==> src/rtl/spawn_pkg.sv <==
// spawn_pkg: shared scheduler state type and saturating pending-count arithmetic.
package spawn_pkg;

   typedef enum logic [1:0] {IDLE, WAIT, STALL} spawn_state_t;

   function automatic logic [31:0] sat_add(input logic [31:0] cur, input logic [31:0] add,
                                           input logic dec, input logic [31:0] max,
                                           output logic sat);
      logic [31:0] s;
      s = cur + add - {31'd0, dec};
      sat = s > max;
      return sat ? max : s;
   endfunction

endpackage

==> src/rtl/object_spawn_scheduler_if.sv <==
// object_spawn_scheduler_if: level/game-logic side and object-pool side of the spawn scheduler.
interface object_spawn_scheduler_if #(
   parameter int NUM_SLOTS  = 16,
   parameter int PEND_W     = 6,
   parameter int INTERVAL_W = 10
);
   logic                  startOfFrame;
   logic                  enable;
   logic                  add_valid;
   logic [3:0]            add_count;
   logic [INTERVAL_W-1:0] interval;
   logic                  flush;
   logic [NUM_SLOTS-1:0]  slot_alive;
   logic [NUM_SLOTS-1:0]  deploy;
   logic [PEND_W-1:0]     pending;
   logic                  busy;
   logic                  stalled;
   logic                  overflow;

   modport master (
      output startOfFrame, enable, add_valid, add_count, interval, flush, slot_alive,
      input  deploy, pending, busy, stalled, overflow
   );

   modport slave (
      input  startOfFrame, enable, add_valid, add_count, interval, flush, slot_alive,
      output deploy, pending, busy, stalled, overflow
   );
endinterface

==> src/rtl/lowest_free_slot.sv <==
// lowest_free_slot: one-hot pick of the lowest set bit of the free mask.
module lowest_free_slot #(
   parameter int N = 16
) (
   input  logic [N-1:0] free,
   output logic [N-1:0] pick,
   output logic         found
);
   assign pick  = free & (~free + N'(1));
   assign found = |free;
endmodule

==> src/rtl/object_spawn_scheduler.sv <==
// object_spawn_scheduler: frame-paced release of pending spawns into the lowest free object slot.
module object_spawn_scheduler
   import spawn_pkg::*;
#(
   parameter int NUM_SLOTS  = 16,
   parameter int PEND_W     = 6,
   parameter int INTERVAL_W = 10
) (
   input logic                  clk,
   input logic                  resetN,
   object_spawn_scheduler_if.slave bus
);
   localparam logic [31:0] PMAX = (32'd1 << PEND_W) - 32'd1;

   spawn_state_t          state, state_nxt;
   logic [INTERVAL_W-1:0] cnt, cnt_nxt, reload;
   logic [NUM_SLOTS-1:0]  reserved, pick, dep_nxt, deploy_r;
   logic [PEND_W-1:0]     pend_r, pend_sat, pend_nxt;
   logic                  ovf_r, ovf_nxt, sat, found, tick, dec, fire;

   assign reload  = bus.interval == '0 ? INTERVAL_W'(1) : bus.interval;
   // flush suppresses the whole frame decision, including the reserved-mask rewrite
   assign tick    = bus.startOfFrame && bus.enable && !bus.flush;
   assign dec     = state == WAIT && cnt > INTERVAL_W'(1);
   assign fire    = tick && state != IDLE && !dec && found;
   assign dep_nxt = fire ? pick : '0;

   lowest_free_slot #(.N(NUM_SLOTS)) u_pick (
      .free  (~bus.slot_alive & ~reserved),
      .pick  (pick),
      .found (found)
   );

   always_comb begin
      pend_sat  = PEND_W'(sat_add(32'(pend_r), 32'(bus.add_valid ? bus.add_count : 4'd0),
                                  fire, PMAX, sat));
      pend_nxt  = bus.flush ? '0 : pend_sat;
      ovf_nxt   = !bus.flush && (ovf_r || (bus.add_valid && sat));
      state_nxt = state;
      cnt_nxt   = cnt;
      if (bus.flush) state_nxt = IDLE;
      else if (state == IDLE && pend_nxt != '0) begin
         state_nxt = WAIT;
         cnt_nxt   = reload;
      end else if (tick && state != IDLE) begin
         state_nxt = fire ? (pend_nxt == '0 ? IDLE : WAIT) : dec ? WAIT : STALL;
         cnt_nxt   = fire ? reload : dec ? cnt - INTERVAL_W'(1) : cnt;
      end
   end

   always_ff @(posedge clk or negedge resetN) begin
      if (!resetN) begin
         state    <= IDLE;
         cnt      <= '0;
         reserved <= '0;
         deploy_r <= '0;
         pend_r   <= '0;
         ovf_r    <= 1'b0;
      end else begin
         state    <= state_nxt;
         cnt      <= cnt_nxt;
         reserved <= tick ? dep_nxt : reserved;
         deploy_r <= dep_nxt;
         pend_r   <= pend_nxt;
         ovf_r    <= ovf_nxt;
      end
   end

   assign bus.deploy   = deploy_r;
   assign bus.pending  = pend_r;
   assign bus.busy     = state != IDLE;
   assign bus.stalled  = state == STALL;
   assign bus.overflow = ovf_r;
endmodule

==> src/flat_wrapper.sv <==
// flat-port wrapper written by rule: the top's interface ports become plain ports
module object_spawn_scheduler_flat import spawn_pkg::*;
#(
   parameter int NUM_SLOTS  = 16,
   parameter int PEND_W     = 6,
   parameter int INTERVAL_W = 10
)
  (clk, resetN, bus_startOfFrame, bus_enable, bus_add_valid, bus_add_count, bus_interval, bus_flush, bus_slot_alive, bus_deploy, bus_pending, bus_busy, bus_stalled, bus_overflow);
  object_spawn_scheduler_if #(.NUM_SLOTS(NUM_SLOTS), .PEND_W(PEND_W), .INTERVAL_W(INTERVAL_W)) bus_i ();
  input logic clk;
  input logic resetN;
  input wire logic [$bits(bus_i.startOfFrame)-1:0] bus_startOfFrame;
  input wire logic [$bits(bus_i.enable)-1:0] bus_enable;
  input wire logic [$bits(bus_i.add_valid)-1:0] bus_add_valid;
  input wire logic [$bits(bus_i.add_count)-1:0] bus_add_count;
  input wire logic [$bits(bus_i.interval)-1:0] bus_interval;
  input wire logic [$bits(bus_i.flush)-1:0] bus_flush;
  input wire logic [$bits(bus_i.slot_alive)-1:0] bus_slot_alive;
  output wire logic [$bits(bus_i.deploy)-1:0] bus_deploy;
  output wire logic [$bits(bus_i.pending)-1:0] bus_pending;
  output wire logic [$bits(bus_i.busy)-1:0] bus_busy;
  output wire logic [$bits(bus_i.stalled)-1:0] bus_stalled;
  output wire logic [$bits(bus_i.overflow)-1:0] bus_overflow;
  assign bus_i.startOfFrame = bus_startOfFrame;
  assign bus_i.enable = bus_enable;
  assign bus_i.add_valid = bus_add_valid;
  assign bus_i.add_count = bus_add_count;
  assign bus_i.interval = bus_interval;
  assign bus_i.flush = bus_flush;
  assign bus_i.slot_alive = bus_slot_alive;
  assign bus_deploy = bus_i.deploy;
  assign bus_pending = bus_i.pending;
  assign bus_busy = bus_i.busy;
  assign bus_stalled = bus_i.stalled;
  assign bus_overflow = bus_i.overflow;
  object_spawn_scheduler #(.NUM_SLOTS(NUM_SLOTS), .PEND_W(PEND_W), .INTERVAL_W(INTERVAL_W)) u_core (.clk(clk), .resetN(resetN), .bus(bus_i));
endmodule
==> config.mk <==
export PLATFORM = sky130hd
export DESIGN_NAME = object_spawn_scheduler_flat
export DESIGN_NICKNAME = d
export VERILOG_FILES = /design/src/rtl/spawn_pkg.sv /design/src/rtl/object_spawn_scheduler_if.sv /design/src/rtl/lowest_free_slot.sv /design/src/rtl/object_spawn_scheduler.sv /design/src/flat_wrapper.sv
export SDC_FILE = /design/constraint.sdc
export NUM_CORES = 1
export LEC_CHECK = 0
export CAP_MARGIN = 20
export CORE_MARGIN = 2
export CORE_UTILIZATION = 30
export CTS_CLUSTER_SIZE = 20
export DETAILED_ROUTE_END_ITERATION = 6
export GPL_ROUTABILITY_DRIVEN = 0
export GPL_TIMING_DRIVEN = 1
export HOLD_SLACK_MARGIN = 0.12
export PLACE_DENSITY = 0.52
export RECOVER_POWER = 25
export SYNTH_ARGS = -nofsm -noshare
export SYNTH_HDL_FRONTEND = slang
export SYNTH_SLANG_ARGS = --single-unit
==> constraint.sdc <==
create_clock -name clk -period 6.94 [get_ports clk]
set_input_delay 1.041 -clock clk [delete_from_list [all_inputs] [get_ports clk]]
set_output_delay 1.041 -clock clk [all_outputs]
set_load 0.02 [all_outputs]
# Word-level counts from Yosys, hierarchy flattened

Index checks and enable logic that the tools add are counted.

Add/subtract/negate cells: 4
Magnitude comparators: 2
Equal/unequal tests: 2
Multiplexer cells: 15
Bitwise gates (word level): 6
Reductions and logical operators: 22

Operators with widths:

| cell                  | count |
|---|---|
| $mux 10               | 5 |
| $not 16->16           | 3 |
| $add 6x32->32         | 1 |
| $and 16x16->16        | 2 |
| $gt 32x6->1 const B   | 1 |
| $sub 32x1->32         | 1 |
| $add 16x1->16 const B | 1 |
| $mux 16               | 1 |
| $reduce_or 16->1      | 1 |
| $mux 6                | 2 |
| $gt 10x1->1 const B   | 1 |
| $logic_not 10->1      | 1 |
| $mux 2                | 5 |
| $sub 10x1->10 const B | 1 |
| $logic_and 1x1->1     | 9 |
| $logic_not 6->1       | 1 |
| $reduce_bool 3->1     | 2 |
| $reduce_bool 6->1     | 1 |
| $mux 4                | 1 |
| $reduce_bool 2->1     | 2 |
| $reduce_and 3->1      | 1 |
| $eq 2x1->1 const B    | 1 |
| $eq 2x2->1 const B    | 1 |
| $logic_not 1->1       | 2 |
| other kinds (4)       | 4 |

Bits in registers: 51
Input port bits: 36
Output and inout bits: 25
Logic and storage cells: 57

# Longest topological paths before layout

Gate-level depths: netlist (run 1).

Depth after elaboration: 15
Mapped depth: 27
Gate-level depth less buffers: 25

# By module

Synthesis (run 1) repeated with hierarchy kept, for this count alone.

Cell total of the unflattened synthesis: 298
Area, all modules: 2859.0 um^2

By module, submodules not included:

| module                 | times used | cells an instance | area each (um^2) | seq. area each (um^2) |
|---|---|---|---|---|
| object_spawn_scheduler | 1          | 270               | 2662.6           | 1276.2 |
| lowest_free_slot       | 1          | 28                | 196.4            | 0.0 |

# Worst setup path before layout (run 1)

Ideal clock, no wire load.

Path type: input to register
From: input bus_slot_alive[3]
To: register u_core.cnt[6]
Library setup time: 0.126 ns
Data arrival time: 5.288 ns
Data required time: 6.814 ns
Path slack: 1.526 ns
Stages on the path: 25
Buffers on the path: 2
Cell sequence: o22ai_1 -> or3_1 -> and4b_1 -> or3_1 -> buf_6 -> clkinv_1 -> ha_1 -> inv_1 -> ha_1 -> inv_1 -> fa_1 -> nand2b_1 -> a21oi_1 -> a21oi_1 -> nor2_1 -> nor2_1 -> ha_1 -> nand2b_1 -> a21oi_1 -> o311a_1 -> and2_1 -> clkbuf_1 -> a31o_2 -> nand2_1 -> a221o_1

Cells in the longest elaborated chain, start to end: 12
Elaborated cells between the ends (all ways): 16
Classes of those cells: add/sub (1); order compare (1); mux (5); bitwise (2); reduce/logical (7)

RTL lines:

| item                                                                    | RTL line                     | text |
|---|---|---|
| start, declared                                                         | flat_wrapper.sv:18           | `input wire logic [$bits(bus_i.slot_alive)-1:0] bus_slot_alive;` |
| $not 16->16 (*)                                                         | object_spawn_scheduler.sv:29 | `.free (~bus.slot_alive & ~reserved),` |
| $and 16x16->16 (*)                                                      | object_spawn_scheduler.sv:29 |  |
| $reduce_or 16->1 (*)                                                    | lowest_free_slot.sv:10       | `assign found = \|free;` |
| $logic_and 1x1->1 (*)                                                   | object_spawn_scheduler.sv:25 | `assign fire = tick && state != IDLE && !dec && found;` |
| $sub 32x1->32                                                           | spawn_pkg.sv:10              | `s = cur + add - {31'd0, dec};` |
| $gt 32x6->1                                                             | spawn_pkg.sv:11              | `sat = s > max;` |
| $mux 6                                                                  | spawn_pkg.sv:12              | `return sat ? max : s;` |
| $mux 6                                                                  | object_spawn_scheduler.sv:37 | `pend_nxt = bus.flush ? '0 : pend_sat;` |
| $reduce_bool 6->1                                                       | object_spawn_scheduler.sv:42 | `else if (state == IDLE && pend_nxt != '0) begin` |
| $logic_and 1x1->1                                                       | object_spawn_scheduler.sv:42 |  |
| $reduce_bool 3->1 (no line) / $reduce_bool 2->1 (equally long branches) | --                           |  |
| $reduce_and 3->1 (no line)                                              | --                           |  |
| end signal, assigned                                                    | object_spawn_scheduler.sv:61 | `cnt <= cnt_nxt;` |
| end, declared                                                           | object_spawn_scheduler.sv:16 | `logic [INTERVAL_W-1:0] cnt, cnt_nxt, reload;` |

Mark *: on every way between the ends. The rest lies on a longest branch, timed or not. The select of a mux whose other input is x is not followed.
A chain may end at the register's enable or synchronous reset.

# Worst setup path in the final report (run 1)

From: input bus_slot_alive[11]
To: register u_core.cnt[7]

The elaborated chain is that of the path after synthesis.

==> qor.csv, run 1 <==
stage;metric;value;unit
drt;ANT nets after route;0;
grt;first-pass GRT wire length;11.0;mm
sta;Final Max Slew Viols;52;
synth;Synth Cell Area;0.00276;sq mm
sta;clock skew;8.92;ps
worst_hold_path;hold depth;1;
synth;area leader, netlist;dfrtp_1;
finish;share of layout cells above drive strength 1;6.88;%
die;DIE HEIGHT;99.8;microns
sta;minimum clock period;6000;ps
clock_network;clock transition at the registers of the reported paths;100;ps
place;Port Buffers;60;
grt;vias in the first global route;2310;
grt;initial antenna violation count;0;
worst_setup_path;crit path buf inv count;4;
clock_network;clock buffer depth;2;
run_status;failing checks;max-capacitance violations, max-slew violations;
clock_network;worst-skew pair later-pin latency;310;ps
clock_network;htree depth;2;
grt;largest net degree at the start of global routing;52;
synth;largest family of logic cells by synthesized area;simple AND/OR/NAND/NOR gates;
synth;adder-cell share of the synthesized area;7.08;%
synth;Yosys warnings;0;
sta;Final Setup Violations;0;
synth;Synth Instances;285;
drt;drt first pass iters;4;
worst_setup_path;Worst Path Max Fanout;9;
synth;top area cells in the synthesized netlist;dfrtp_1 46%, ha_1 6.4%, nor2_1 4.6%;
finish;Area Overhead vs Synth;28.8;%
synth;Synth Area in Compound Gates;18.3;%
finish;Antenna Cells;0;
sta;Slew HR;-81.6;%
clock_network;# hold bufs at CTS;0;
worst_setup_path;CP Depth;24;
synth;ys flop type;dfrtp_1;
sta;fmax;167;MHz
synth;xor/xnor share of the synthesized area;0.636;%
die;Starting Density;31.3;%
die;Die X;99.8;microns
drt;routed wire length;6.62;mm
drt;Routed wire per std cell;14.5;microns
worst_setup_path;R2R depth;23;
sta;Hold Fails Final Rpt;0;
drt;DRC errors left;0;
die;# IOs;61;
worst_setup_path;Slowest-stage cell, CP;clkdlybuf4s50_1;
clock_network;post-CTS sizing;0;
pwr;PwrDens;306;mW/mm^2
run_status;status;finished with violations;
job;max-cap viol count;1;
grt;total track usage;13.7;%
worst_setup_path;WS Path Type;in2reg;
pwr;maximum vdd drop;0.000140;V
worst_setup_path;CP max stage delay;550;ps
synth;mux share of post-synthesis cell area;0.363;%
synth;Simple-Gate Fraction of Synth Area;22.2;%
synth;Synth cell types;53;
synth;fraction of registers with async set/reset;100;%
pwr;Leak;1.66;nW
clock_network;post-CTS setup repair buffer count;0;
synth;register bit total from synthesis;51;
drt;routed vias;2327;
clock_network;CTS sink cnt;51;
synth;post-synthesis sequential area ratio;46.3;%
die;Die ar.;0.00997;sq mm
finish;most common cell after layout, fill and taps aside;clkdlybuf4s50_1;
sta;RSZ-0062 raised after global routing;no;
clock_network;Num CTS Buffers;5;
finish;share of the core filled with cells;40.3;%
synth;Avg Cell Area, Syn;9.67;sq um
die;CORE AREA;0.00881;sq mm
worst_setup_path;Critical Path Sink Type;flip-flop;
drt;number of DRC markers in iteration 0;99;
worst_setup_path;Top delay family on crit path;simple AND/OR/NAND/NOR gates;
finish;Final #Nets;399;
worst_setup_path;Worst Path Arrival;6200;ps
place;Final HPWL DP;5.01;mm
sta;measured slew at the worst slew-check pin;2720;ps
worst_setup_path;Cell Chain, Critical Path;clkdlybuf4s50_1 > o22ai_1 > nor4_1 > and4b_1 > or3_1 > clkinv_1 > ha_1 > inv_1 > ha_1 > inv_1 > fa_1 > nand2b_1 > a21oi_1 > a21oi_1 > nor2_1 > nor2_1 > ha_1 > nand2b_1 > a21oi_1 > o311a_1 > and2_1 > a31o_2 > nand2_1 > a221o_1;
sta;Final Cycle Share;86.5;%
worst_hold_path;Hold Crit Class;reg2reg;
worst_setup_path;Worst Path Required;7140;ps
clock_network;TritonCTS clock tree;built;
synth;Syn Nets;336;
synth;Post-synth EDFFs;0;
worst_setup_path;Worst setup SP type;input port;
die;row cnt;34;
finish;most frequent cells in the layout;59 x clkdlybuf4s50_1, 51 x dfrtp_1, 34 x nor2_1;
sta;Setup TNS;0;ps
synth;top-area cell type share of the netlist area;46.3;%
clock_network;Clk Tree Root Cell;clkbuf_8;
drt;routed vias/inst;5.09;
grt;Overflow after GRT;0;
==> worst paths after layout <==
kind / start / endpoint / slack [ps]
hold reg to reg: u_core.reserved[4] / u_core.bus.deploy[4] / 490
setup / recovery: bus_slot_alive[11] / u_core.cnt[7] / 940
min in group asynchronous: resetN / u_core.reserved[7] / 1690
hold / removal: u_core.reserved[4] / u_core.bus.deploy[4] / 490
setup reg to reg: u_core.cnt[4] / u_core.cnt[7] / 1600
max in group asynchronous: resetN / u_core.reserved[5] / 3730
==> synth_stat cells, types with 2 or more instances <==
library cell / number
ha_1: 14
nor3_1: 13
o311ai_0: 2
nand2_1: 15
or2_2: 6
a211o_1: 3
and3_1: 5
a21o_1: 11
nor2_1: 34
o41ai_1: 2
inv_1: 24
o22ai_1: 5
o211ai_1: 2
nor4_1: 9
nor2b_1: 3
and2_1: 5
o21ai_0: 8
dfrtp_1: 51
o311a_1: 2
a211oi_1: 2
o221ai_1: 2
nand3_1: 6
o31ai_2: 2
clkbuf_1: 4
nand2b_1: 4
or3_1: 5
buf_6: 3
o2bb2ai_1: 2
a21oi_1: 15
a221o_1: 3
==> metrics by stage <==
| stage | power [mW] | setup slack [ps] | cell area, sq um | std cells | hold WS, ps |
|---|---|---|---|---|---|
| after global placement | 0.910 | 840 | 3460 | 449 | 461 |
| after global routing | 1.18 | 481 | 3550 | 457 | 505 |
| after CTS | 1.10 | 915 | 3550 | 457 | 492 |
| final | 1.08 | 935 | 3550 | 457 | 487 |
| after floorplan | 0.752 | 1530 | 2760 | 285 | 444 |
| after detailed placement | 0.912 | 595 | 3460 | 449 | 466 |
==> sequential cells by signal, indices dropped and copies added, names as in the netlist <==
signal,cells
u_core.bus.overflow,1
u_core.bus.pending,6
u_core.bus.deploy,16
u_core.state,2
u_core.cnt,10
u_core.reserved,16
==> layer usage <==
layer  GRT usage, %  share of wire (%)
met1           18.2                 47
met2           22.3                 48
met3           2.86                3.9
met5              0                  0
met4           4.53                1.3
==> cells by family (layout without fill, tap and decap cells) <==
family | after synthesis | in the layout
compound gates | 70 | 70
xor+xnor | 2 | 2
fa+ha+maj | 15 | 15
buf+inv | 32 | 96
flops | 51 | 51
mux | 1 | 1
simple gates | 114 | 114
==> where the power goes <==
group,switching (mW),internal (mW)
clock network,0.108,0.0731
logic,0.296,0.227
registers,0.0400,0.341
==> final cells by class <==
type | count | area [sq um]
fill | 883 | 5260
multi-input combinational | 202 | 1340
clock inverter | 3 | 23.8
sequential | 51 | 1280
inverter | 25 | 93.8
tap | 108 | 135
clock buffer | 5 | 68.8
timing repair buffer | 63 | 614
No activity file was read; power rests on OpenSTA's default activity.
==> run 2, diff against run 1 <==
- MAX_ROUTING_LAYER: unset -> met4
==> qor.csv, run 2 (same netlist as run 1, synthesis figures left out) <==
stage;metric;value;unit
finish;Area Overhead vs Synth;28.8;%
clock_network;htree depth;2;
sta;Final Max Slew Viols;52;
die;Starting Density;31.3;%
run_status;status;finished with violations;
die;CORE AREA;0.00881;sq mm
grt;Overflow after GRT;0;
grt;vias in the first global route;2306;
sta;Hold Fails Final Rpt;0;
drt;ANT nets after route;0;
worst_setup_path;WS Path Type;in2reg;
clock_network;TritonCTS clock tree;built;
drt;routed vias/inst;5.09;
worst_setup_path;Worst Path Required;7140;ps
clock_network;clock buffer depth;2;
sta;RSZ-0062 raised after global routing;no;
clock_network;# hold bufs at CTS;0;
worst_setup_path;Slowest-stage cell, CP;clkdlybuf4s50_1;
sta;hold slack;485;ps
drt;DRC errors left;0;
sta;minimum clock period;5990;ps
pwr;PwrDens;306;mW/mm^2
drt;routed vias;2326;
run_status;failing checks;max-capacitance violations, max-slew violations;
clock_network;worst-skew pair later-pin latency;310;ps
worst_setup_path;Worst Path Arrival;6190;ps
drt;routed wire length;6.62;mm
clock_network;clock transition at the registers of the reported paths;100;ps
sta;fmax;167;MHz
sta;Slew HR;-82.1;%
job;max-cap viol count;1;
place;Final HPWL DP;5.01;mm
die;DIE HEIGHT;99.8;microns
worst_hold_path;Hold Crit Class;reg2reg;
clock_network;Clk Tree Root Cell;clkbuf_8;
worst_setup_path;Top delay family on crit path;simple AND/OR/NAND/NOR gates;
die;row cnt;34;
worst_setup_path;crit path buf inv count;4;
sta;Final Cycle Share;86.4;%
finish;Antenna Cells;0;
clock_network;post-CTS sizing;0;
finish;Final #Nets;399;
pwr;maximum vdd drop;0.000140;V
clock_network;post-CTS setup repair buffer count;0;
clock_network;Num CTS Buffers;5;
finish;share of layout cells above drive strength 1;6.88;%
die;# IOs;61;
worst_setup_path;Critical Path Sink Type;flip-flop;
sta;clock skew;9.12;ps
grt;largest net degree at the start of global routing;52;
grt;total track usage;14.1;%
worst_setup_path;Cell Chain, Critical Path;clkdlybuf4s50_1 > o22ai_1 > nor4_1 > and4b_1 > or3_1 > clkinv_1 > ha_1 > inv_1 > ha_1 > inv_1 > fa_1 > nand2b_1 > a21oi_1 > a21oi_1 > nor2_1 > nor2_1 > ha_1 > nand2b_1 > a21oi_1 > o311a_1 > and2_1 > a31o_2 > nand2_1 > a221o_1;
grt;first-pass GRT wire length;11.0;mm
pwr;Leak;1.66;nW
die;Die ar.;0.00997;sq mm
drt;Routed wire per std cell;14.5;microns
grt;met1 usage;18.6;%
die;Die X;99.8;microns
drt;drt first pass iters;4;
sta;Setup TNS;0;ps
worst_setup_path;CP max stage delay;550;ps
clock_network;CTS sink cnt;51;
finish;most frequent cells in the layout;59 x clkdlybuf4s50_1, 51 x dfrtp_1, 34 x nor2_1;
grt;met3 Usage GRT;2.30;%
grt;initial antenna violation count;0;
worst_setup_path;Worst setup SP type;input port;
drt;number of DRC markers in iteration 0;97;
pwr;Power, Total;1.08;mW
grt;most crowded layer after global routing;met2;
grt;met2 GRT Util;22.3;%
sta;Final Setup Violations;0;
finish;most common cell after layout, fill and taps aside;clkdlybuf4s50_1;
place;Port Buffers;60;
sta;measured slew at the worst slew-check pin;2730;ps
worst_setup_path;Worst Path Max Fanout;9;
[run 2: metal layers]
metal	share of wire [%]	wire (microns)
met1	48	3150
met2	47	3140
met3	3.3	215
met4	1.7	110
met5	0	0
[run 2: worst paths after layout]
| check | depth (start not counted) | startpoint | to | slack [ps] |
|---|---|---|---|---|
| max | 24 | bus_slot_alive[11] | u_core.cnt[7] | 950 |
| min | 1 | u_core.reserved[4] | u_core.bus.deploy[4] | 480 |
| max reg2reg | 23 | u_core.cnt[4] | u_core.cnt[7] | 1610 |
| min reg2reg | 1 | u_core.reserved[4] | u_core.bus.deploy[4] | 480 |
| max in group asynchronous | 2 | resetN | u_core.bus.deploy[2] | 3720 |
| min in group asynchronous | 2 | resetN | u_core.reserved[7] | 1690 |
[run 2: layout make-up]
type / instances / area, sq um
inverters: 25 / 93.8
well taps: 108 / 135
multi-input cells: 202 / 1340
clock inverters: 3 / 23.8
fillers: 883 / 5260
repair buffers: 63 / 614
clock buffers: 5 / 68.8
flip-flops and latches: 51 / 1280
[run 2: power by group]
| part | switching (mW) | internal (mW) | leakage [nW] | total, mW |
|---|---|---|---|---|
| logic | 0.297 | 0.227 | 0.938 | 0.523 |
| clock network | 0.107 | 0.0730 | 0.0461 | 0.180 |
| registers | 0.0395 | 0.341 | 0.675 | 0.381 |
| total | 0.444 | 0.641 | 1.66 | 1.08 |
[run 2: per-stage QoR]
stage / util (%) / cells / instance area, sq um / worst slack (ps)
floorplan: - / 285 / 2760 / 1530
global route: 40.3 / 457 / 3550 / 481
finish: 40.3 / 457 / 3550 / 945
global placement: 39.3 / 449 / 3460 / 840
CTS: 40.3 / 457 / 3550 / 915
detailed placement: 39.3 / 449 / 3460 / 595
